## config.mk

```make
export PLATFORM = sky130hd
export DESIGN_NAME = odin_inference_scheduler
export DESIGN_NICKNAME = d
export VERILOG_FILES = /design/src/rtl/odin_sched_pkg.sv /design/src/rtl/odin_done_tracker.sv /design/src/rtl/odin_inference_scheduler.sv
export SDC_FILE = /design/constraint.sdc
export NUM_CORES = 1
export LEC_CHECK = 0
export CORE_MARGIN = 5
export CORE_UTILIZATION = 50
export DETAILED_ROUTE_END_ITERATION = 10
export PLACE_DENSITY_LB_ADDON = 0.25
export SETUP_SLACK_MARGIN = 0.2
export SYNTH_ARGS = -nofsm -noshare
export SYNTH_HDL_FRONTEND = slang
export SYNTH_HIERARCHICAL = 1
export SYNTH_SLANG_ARGS = --single-unit
```

## constraint.sdc

```tcl
create_clock -name CLK -period 1.8 [get_ports CLK]
set_input_delay 0.27 -clock CLK [delete_from_list [all_inputs] [get_ports CLK]]
set_output_delay 0.27 -clock CLK [all_outputs]
set_load 0.005 [all_outputs]
```

## src/rtl/odin_sched_pkg.sv

```systemverilog
// Shared types and default widths for the tinyODIN inference scheduler.
// The FSM state encoding is fixed so waveforms decode the same everywhere.
package odin_sched_pkg;

   localparam int TICK_W_DEF = 8;
   localparam int WDOG_W_DEF = 16;

   typedef enum logic [2:0] {
      IDLE    = 3'd0,
      ISSUE   = 3'd1,
      WAIT    = 3'd2,
      ADVANCE = 3'd3,
      FINISH  = 3'd4
   } state_e;

endpackage

```

## src/rtl/odin_done_tracker.sv

```systemverilog
// Tracks per-tick completion of spikecore and ODIN with two sticky flags.
// all_done also counts a done seen in the current cycle so no extra wait is added.
module odin_done_tracker (
   input  logic CLK,
   input  logic RST,
   input  logic clr,
   input  logic en,
   input  logic sc_done,
   input  logic odin_done,
   output logic all_done
);

   logic sc_seen_r;
   logic odin_seen_r;
   logic sc_now_s;
   logic odin_now_s;

   // Sticky seen-flags; clear wins over a done in the same cycle.
   always_ff @(posedge CLK or posedge RST) begin
      if (RST) begin
         sc_seen_r   <= 1'b0;
         odin_seen_r <= 1'b0;
      end else if (clr) begin
         sc_seen_r   <= 1'b0;
         odin_seen_r <= 1'b0;
      end else if (en) begin
         if (sc_done) begin
            sc_seen_r <= 1'b1;
         end
         if (odin_done) begin
            odin_seen_r <= 1'b1;
         end
      end
   end

   assign sc_now_s   = sc_seen_r   | (en & sc_done);
   assign odin_now_s = odin_seen_r | (en & odin_done);
   assign all_done   = sc_now_s & odin_now_s;

endmodule

```

## src/rtl/odin_inference_scheduler.sv

```systemverilog
// Sequences one tinyODIN inference as num_ticks timesteps with a per-tick watchdog.
// Outputs are registered from the next state, so they behave as a Moore decode.
module odin_inference_scheduler
   import odin_sched_pkg::*;
#(
   parameter int                TICK_W     = TICK_W_DEF,
   parameter int                WDOG_W     = WDOG_W_DEF,
   parameter logic [WDOG_W-1:0] WDOG_LIMIT = {WDOG_W{1'b1}}
) (
   input  logic              CLK,
   input  logic              RST,
   input  logic              start_i,
   input  logic              abort_i,
   input  logic [TICK_W-1:0] num_ticks_i,
   input  logic              spikecore_done_i,
   input  logic              odin_done_i,
   output logic              tick_start_o,
   output logic [TICK_W-1:0] tick_o,
   output logic              busy_o,
   output logic              inference_done_o,
   output logic              timeout_o
);

   localparam logic [TICK_W-1:0] TICK_ONE_C  = {{(TICK_W-1){1'b0}}, 1'b1};
   localparam logic [TICK_W-1:0] TICK_ZERO_C = {TICK_W{1'b0}};
   localparam logic [WDOG_W-1:0] WDOG_ONE_C  = {{(WDOG_W-1){1'b0}}, 1'b1};
   localparam logic [WDOG_W-1:0] WDOG_ZERO_C = {WDOG_W{1'b0}};
   localparam logic [WDOG_W-1:0] WDOG_MAX_C  = {WDOG_W{1'b1}};
   localparam logic [WDOG_W-1:0] WDOG_LAST_C = WDOG_LIMIT - WDOG_ONE_C;
   localparam logic              WDOG_EN_C   = (WDOG_LIMIT != WDOG_ZERO_C);

   state_e              state_r;
   state_e              state_s;
   state_e              fsm_next_s;
   logic [TICK_W-1:0]   tick_r;
   logic [TICK_W-1:0]   tick_next_s;
   logic [TICK_W-1:0]   num_ticks_r;
   logic [WDOG_W-1:0]   wdog_r;
   logic                timeout_r;
   logic                tick_start_r;
   logic                busy_r;
   logic                done_r;

   logic                abort_s;
   logic                latch_s;
   logic                tick_inc_s;
   logic                timeout_set_s;
   logic                wdog_clr_s;
   logic                wdog_inc_s;
   logic                seen_clr_s;
   logic                seen_en_s;
   logic                all_done_s;

   odin_done_tracker u_done_tracker (
      .CLK       (CLK),
      .RST       (RST),
      .clr       (seen_clr_s),
      .en        (seen_en_s),
      .sc_done   (spikecore_done_i),
      .odin_done (odin_done_i),
      .all_done  (all_done_s)
   );

   assign tick_next_s = tick_r + TICK_ONE_C;
   assign abort_s     = abort_i & (state_r != IDLE);

   // Next-state and datapath strobes; abort overrides every transition below.
   always_comb begin
      fsm_next_s    = state_r;
      latch_s       = 1'b0;
      tick_inc_s    = 1'b0;
      timeout_set_s = 1'b0;
      wdog_clr_s    = 1'b0;
      wdog_inc_s    = 1'b0;
      seen_clr_s    = 1'b0;
      seen_en_s     = 1'b0;
      case (state_r)
         IDLE: begin
            if (start_i) begin
               latch_s = 1'b1;
               if (num_ticks_i == TICK_ZERO_C) begin
                  fsm_next_s = FINISH;
               end else begin
                  fsm_next_s = ISSUE;
               end
            end else begin
               fsm_next_s = IDLE;
            end
         end
         ISSUE: begin
            seen_clr_s = 1'b1;
            wdog_clr_s = 1'b1;
            fsm_next_s = WAIT;
         end
         WAIT: begin
            seen_en_s  = 1'b1;
            wdog_inc_s = 1'b1;
            if (all_done_s) begin
               fsm_next_s = ADVANCE;
            end else if (WDOG_EN_C && (wdog_r == WDOG_LAST_C)) begin
               fsm_next_s    = FINISH;
               timeout_set_s = 1'b1;
            end else begin
               fsm_next_s = WAIT;
            end
         end
         ADVANCE: begin
            tick_inc_s = 1'b1;
            if (tick_next_s == num_ticks_r) begin
               fsm_next_s = FINISH;
            end else begin
               fsm_next_s = ISSUE;
            end
         end
         FINISH: begin
            fsm_next_s = IDLE;
         end
         default: begin
            fsm_next_s = IDLE;
         end
      endcase
      if (abort_s) begin
         state_s = IDLE;
      end else begin
         state_s = fsm_next_s;
      end
   end

   // State register.
   always_ff @(posedge CLK or posedge RST) begin
      if (RST) begin
         state_r <= IDLE;
      end else begin
         state_r <= state_s;
      end
   end

   // Tick counter, latched tick count and sticky timeout flag.
   always_ff @(posedge CLK or posedge RST) begin
      if (RST) begin
         tick_r      <= TICK_ZERO_C;
         num_ticks_r <= TICK_ZERO_C;
         timeout_r   <= 1'b0;
      end else begin
         if (abort_s || latch_s) begin
            tick_r <= TICK_ZERO_C;
         end else if (tick_inc_s) begin
            tick_r <= tick_next_s;
         end
         if (latch_s) begin
            num_ticks_r <= num_ticks_i;
         end
         if (latch_s) begin
            timeout_r <= 1'b0;
         end else if (timeout_set_s && !abort_s) begin
            timeout_r <= 1'b1;
         end
      end
   end

   // Per-tick watchdog; saturates instead of wrapping.
   always_ff @(posedge CLK or posedge RST) begin
      if (RST) begin
         wdog_r <= WDOG_ZERO_C;
      end else if (wdog_clr_s) begin
         wdog_r <= WDOG_ZERO_C;
      end else if (wdog_inc_s && (wdog_r != WDOG_MAX_C)) begin
         wdog_r <= wdog_r + WDOG_ONE_C;
      end
   end

   // Output flops decoded from the state being entered.
   always_ff @(posedge CLK or posedge RST) begin
      if (RST) begin
         tick_start_r <= 1'b0;
         busy_r       <= 1'b0;
         done_r       <= 1'b0;
      end else begin
         tick_start_r <= (state_s == ISSUE);
         busy_r       <= (state_s != IDLE);
         done_r       <= (state_s == FINISH);
      end
   end

   assign tick_start_o     = tick_start_r;
   assign tick_o           = tick_r;
   assign busy_o           = busy_r;
   assign inference_done_o = done_r;
   assign timeout_o        = timeout_r;

endmodule

```

==> results.cfg <==
[critical_path]
cp_max_fo = 6
worst_r2r_endpoint = inference_done_o
critPathArrivalTime_ns = 2.31
rrSetupSlack_ns = -0.30
path_class = reg -> reg
crit_required_ns = 2.01
rr_startpoint = tick_o[1]
reg2reg_depth = 7
cp-start-kind = register
end_kind = register

[synth]
synth-async-reset-ratio = 1.00
seq_area_frac_synth = 0.458
synth.distinct_cells = 44
synthCells = 228
yosys_warnings = 6
synthFlopType = dfrtp_1
syn_avg_cell_area_um2 = 9.82
netlist_area_um2 = 2240
syn_nets = 245
synth_edf_count = 0
yosys_register_bits = 41

[drt]
route.final.wire_length_um = 6940
wl_per_cell_um = 18.7
drc = 0
dr.pass1.iters = 4
detail-route-antenna-nets = 0
vias_per_cell = 5.76
wl_met2_um = 3690
drt_iter0_markers = 115
wl_met3_um = 321
routed.top_layer = met4
vias = 2133
wl_met1_um = 2670

[hold_path]
hp-class = in -> async

[floorplan]
pin_count = 26
die_h_um = 76.9
rows = 24
start_util = 0.514
die_w_um = 76.9
die_area_um2 = 5920
coreArea_um2 = 4350

[timing]
min_period_ns = 2.10
fin_ws_ns = -0.301
rsz0062_at_grt = true
relSlewSlack = 0.729
hold_viol = 0
period_share = 1.17
setup_violations = 4
tightestPinTransition_ns = 0.403
fin_skew_ns = 0.00938
drv_slew = 0
max_freq_ghz = 0.476

[clock_network]
htree_levels = 2
clk_latency_ns = 0.30
cts_made_buffers = 5
clk_path_buf_depth = 2
cts_tree = yes
clk_pin_slew_ns = 0.09
cts-root-buf = clkbuf_8
cts.sinks = 41
ctsHoldBuffers = 0

[grt]
overflow = 0
grt_max_degree = 40
grt_pass1_vias = 2081
grt_usage = 0.204
grt_pass1_wl_um = 9690
grt_antenna_before_repair = 0

[job]
maxCapViolations = 0

[finish]
syn_to_final_growth_pct = 56.3
fill_cells = 254
drive_above_1_share = 0.418
final_cell_area_um2 = 3500
finalNetCount = 334
layout_commonest_cell = buf_4
antenna-diode-count = 0
mostFrequentLayoutCells = buf_4 (48), dfrtp_1 (36), nor2_1 (25)

[place]
gp_congestion = 0.872
dp_hpwl_um = 3950
io_buffer_count = 25
place_area_um2 = 2850

[power_and_ir_drop]
vdd_drop_max_mv = 0.770
power-per-cell-area_nw_per_um2 = 1080
p_leak_nw = 1.61
p_total_w = 0.00377

[outcome]
status = complete, but fails checks
violations = setup timing
==> critical path, cell delays in order (launching register included) <==
cell and delay [ns]:
dfrtp_2 0.44, nand3_4 0.13, buf_4 0.16, nor2_2 0.18, a211o_1 0.21, nand4bb_4 0.15, or4b_4 0.56, a21boi_1 0.17
==> per-layer routing <==
| metal | global-route usage | vias to the layer above |
|---|---|---|
| met5 | 0 | - |
| met1 | 0.237 | 1047 |
| li1 | - | 983 |
| met4 | 0.0997 | 0 |
| met2 | 0.353 | 78 |
| met3 | 0.0422 | 25 |
==> what timing repair did <==
action / 4_1_cts / 5_1_grt
resized for setup: 35 / 46
endpoints found under the setup margin: 27 / 36
pin swaps: 23 / 31
setup buffers: 13 / 14
==> Yosys cell counts, types with 2 or more instances <==
cell | instances | area, um2
a21boi_1 | 2 | 15.0
a21oi_1 | 8 | 40.0
a22o_1 | 2 | 17.5
and2_1 | 3 | 18.8
and3_1 | 6 | 37.5
and4_1 | 4 | 35.0
buf_4 | 3 | 22.5
clkbuf_1 | 3 | 11.3
dfrtp_1 | 41 | 1030
ha_1 | 3 | 37.5
inv_1 | 7 | 26.3
mux2_2 | 8 | 90.1
mux2i_1 | 2 | 20.0
nand2_1 | 17 | 63.8
nand3_1 | 12 | 60.1
nand3b_1 | 4 | 30.0
nand4_1 | 4 | 25.0
nor2_1 | 27 | 101
nor3_1 | 4 | 20.0
nor3b_1 | 4 | 30.0
nor4_1 | 3 | 18.8
o211ai_1 | 2 | 15.0
o21a_1 | 2 | 15.0
o21ai_0 | 12 | 60.1
or4_1 | 2 | 15.0
xnor2_1 | 13 | 114
xor2_1 | 13 | 114
==> area by class of cell <==
type,instances,area (um2),share of cell area
Clock inverter,1,30.0,0.00858
Multi-Input combinational cell,173,1440,0.412
Sequential cell,41,1030,0.295
Timing Repair Buffer,89,817,0.233
Tap cell,52,65.1,0.0186
Clock buffer,7,86.3,0.0247
Inverter,7,26.3,0.00751
==> worst max path at each step <==
stage                     cells after the start            from          endpoint
after floorplan                               6       tick_o[0]  inference_done_o
after global placement                        6  num_ticks_i[2]        state_r[0]
after detailed placement                      6  num_ticks_i[2]        state_r[0]
after CTS                                     6       tick_o[0]        state_r[2]
after global routing                          6       tick_o[2]  inference_done_o
final                                         7       tick_o[1]  inference_done_o
==> logic make-up (layout without fill, tap and decap cells) <==
group / count (synthesis) / count (layout) / share of synthesized area
xor+xnor: 26 / 26 / 0.102
buf+inv: 14 / 104 / 0.0291
compound gates: 35 / 35 / 0.0989
flops: 41 / 41 / 0.458
fa+ha+maj: 3 / 3 / 0.0168
mux: 10 / 10 / 0.0492
simple gates: 99 / 99 / 0.246
==> sequential cells by signal (all words and copies together) (netlist names), 3 cells and up <==
name         count
tick_o           8
state_r          3
wdog_r          16
num_ticks_r      8
==> where the power goes <==
| part | total, W | internal [W] | switching [W] |
|---|---|---|---|
| Clock | 0.000781 | 0.000453 | 0.000329 |
| Combinational | 0.00169 | 0.000974 | 0.000719 |
| Sequential | 0.00130 | 0.00111 | 0.000191 |
| Total | 0.00377 | 0.00254 | 0.00124 |
==> through the flow <==
stage,cells,util,hold slack (ns),TNS [ns],setup WS (ns)
3_5_place_dp,335,0.653,0.470,-0.713,-0.279
6_report,370,0.804,0.149,-0.831,-0.301
5_1_grt,370,0.804,0.139,-1.20,-0.350
2_1_floorplan,228,-,0.0112,-0.119,-0.0594
4_1_cts,356,0.736,0.143,-0.455,-0.181
3_3_place_gp,335,0.653,0.465,-0.459,-0.205
Power figures use the tool's default switching activity.
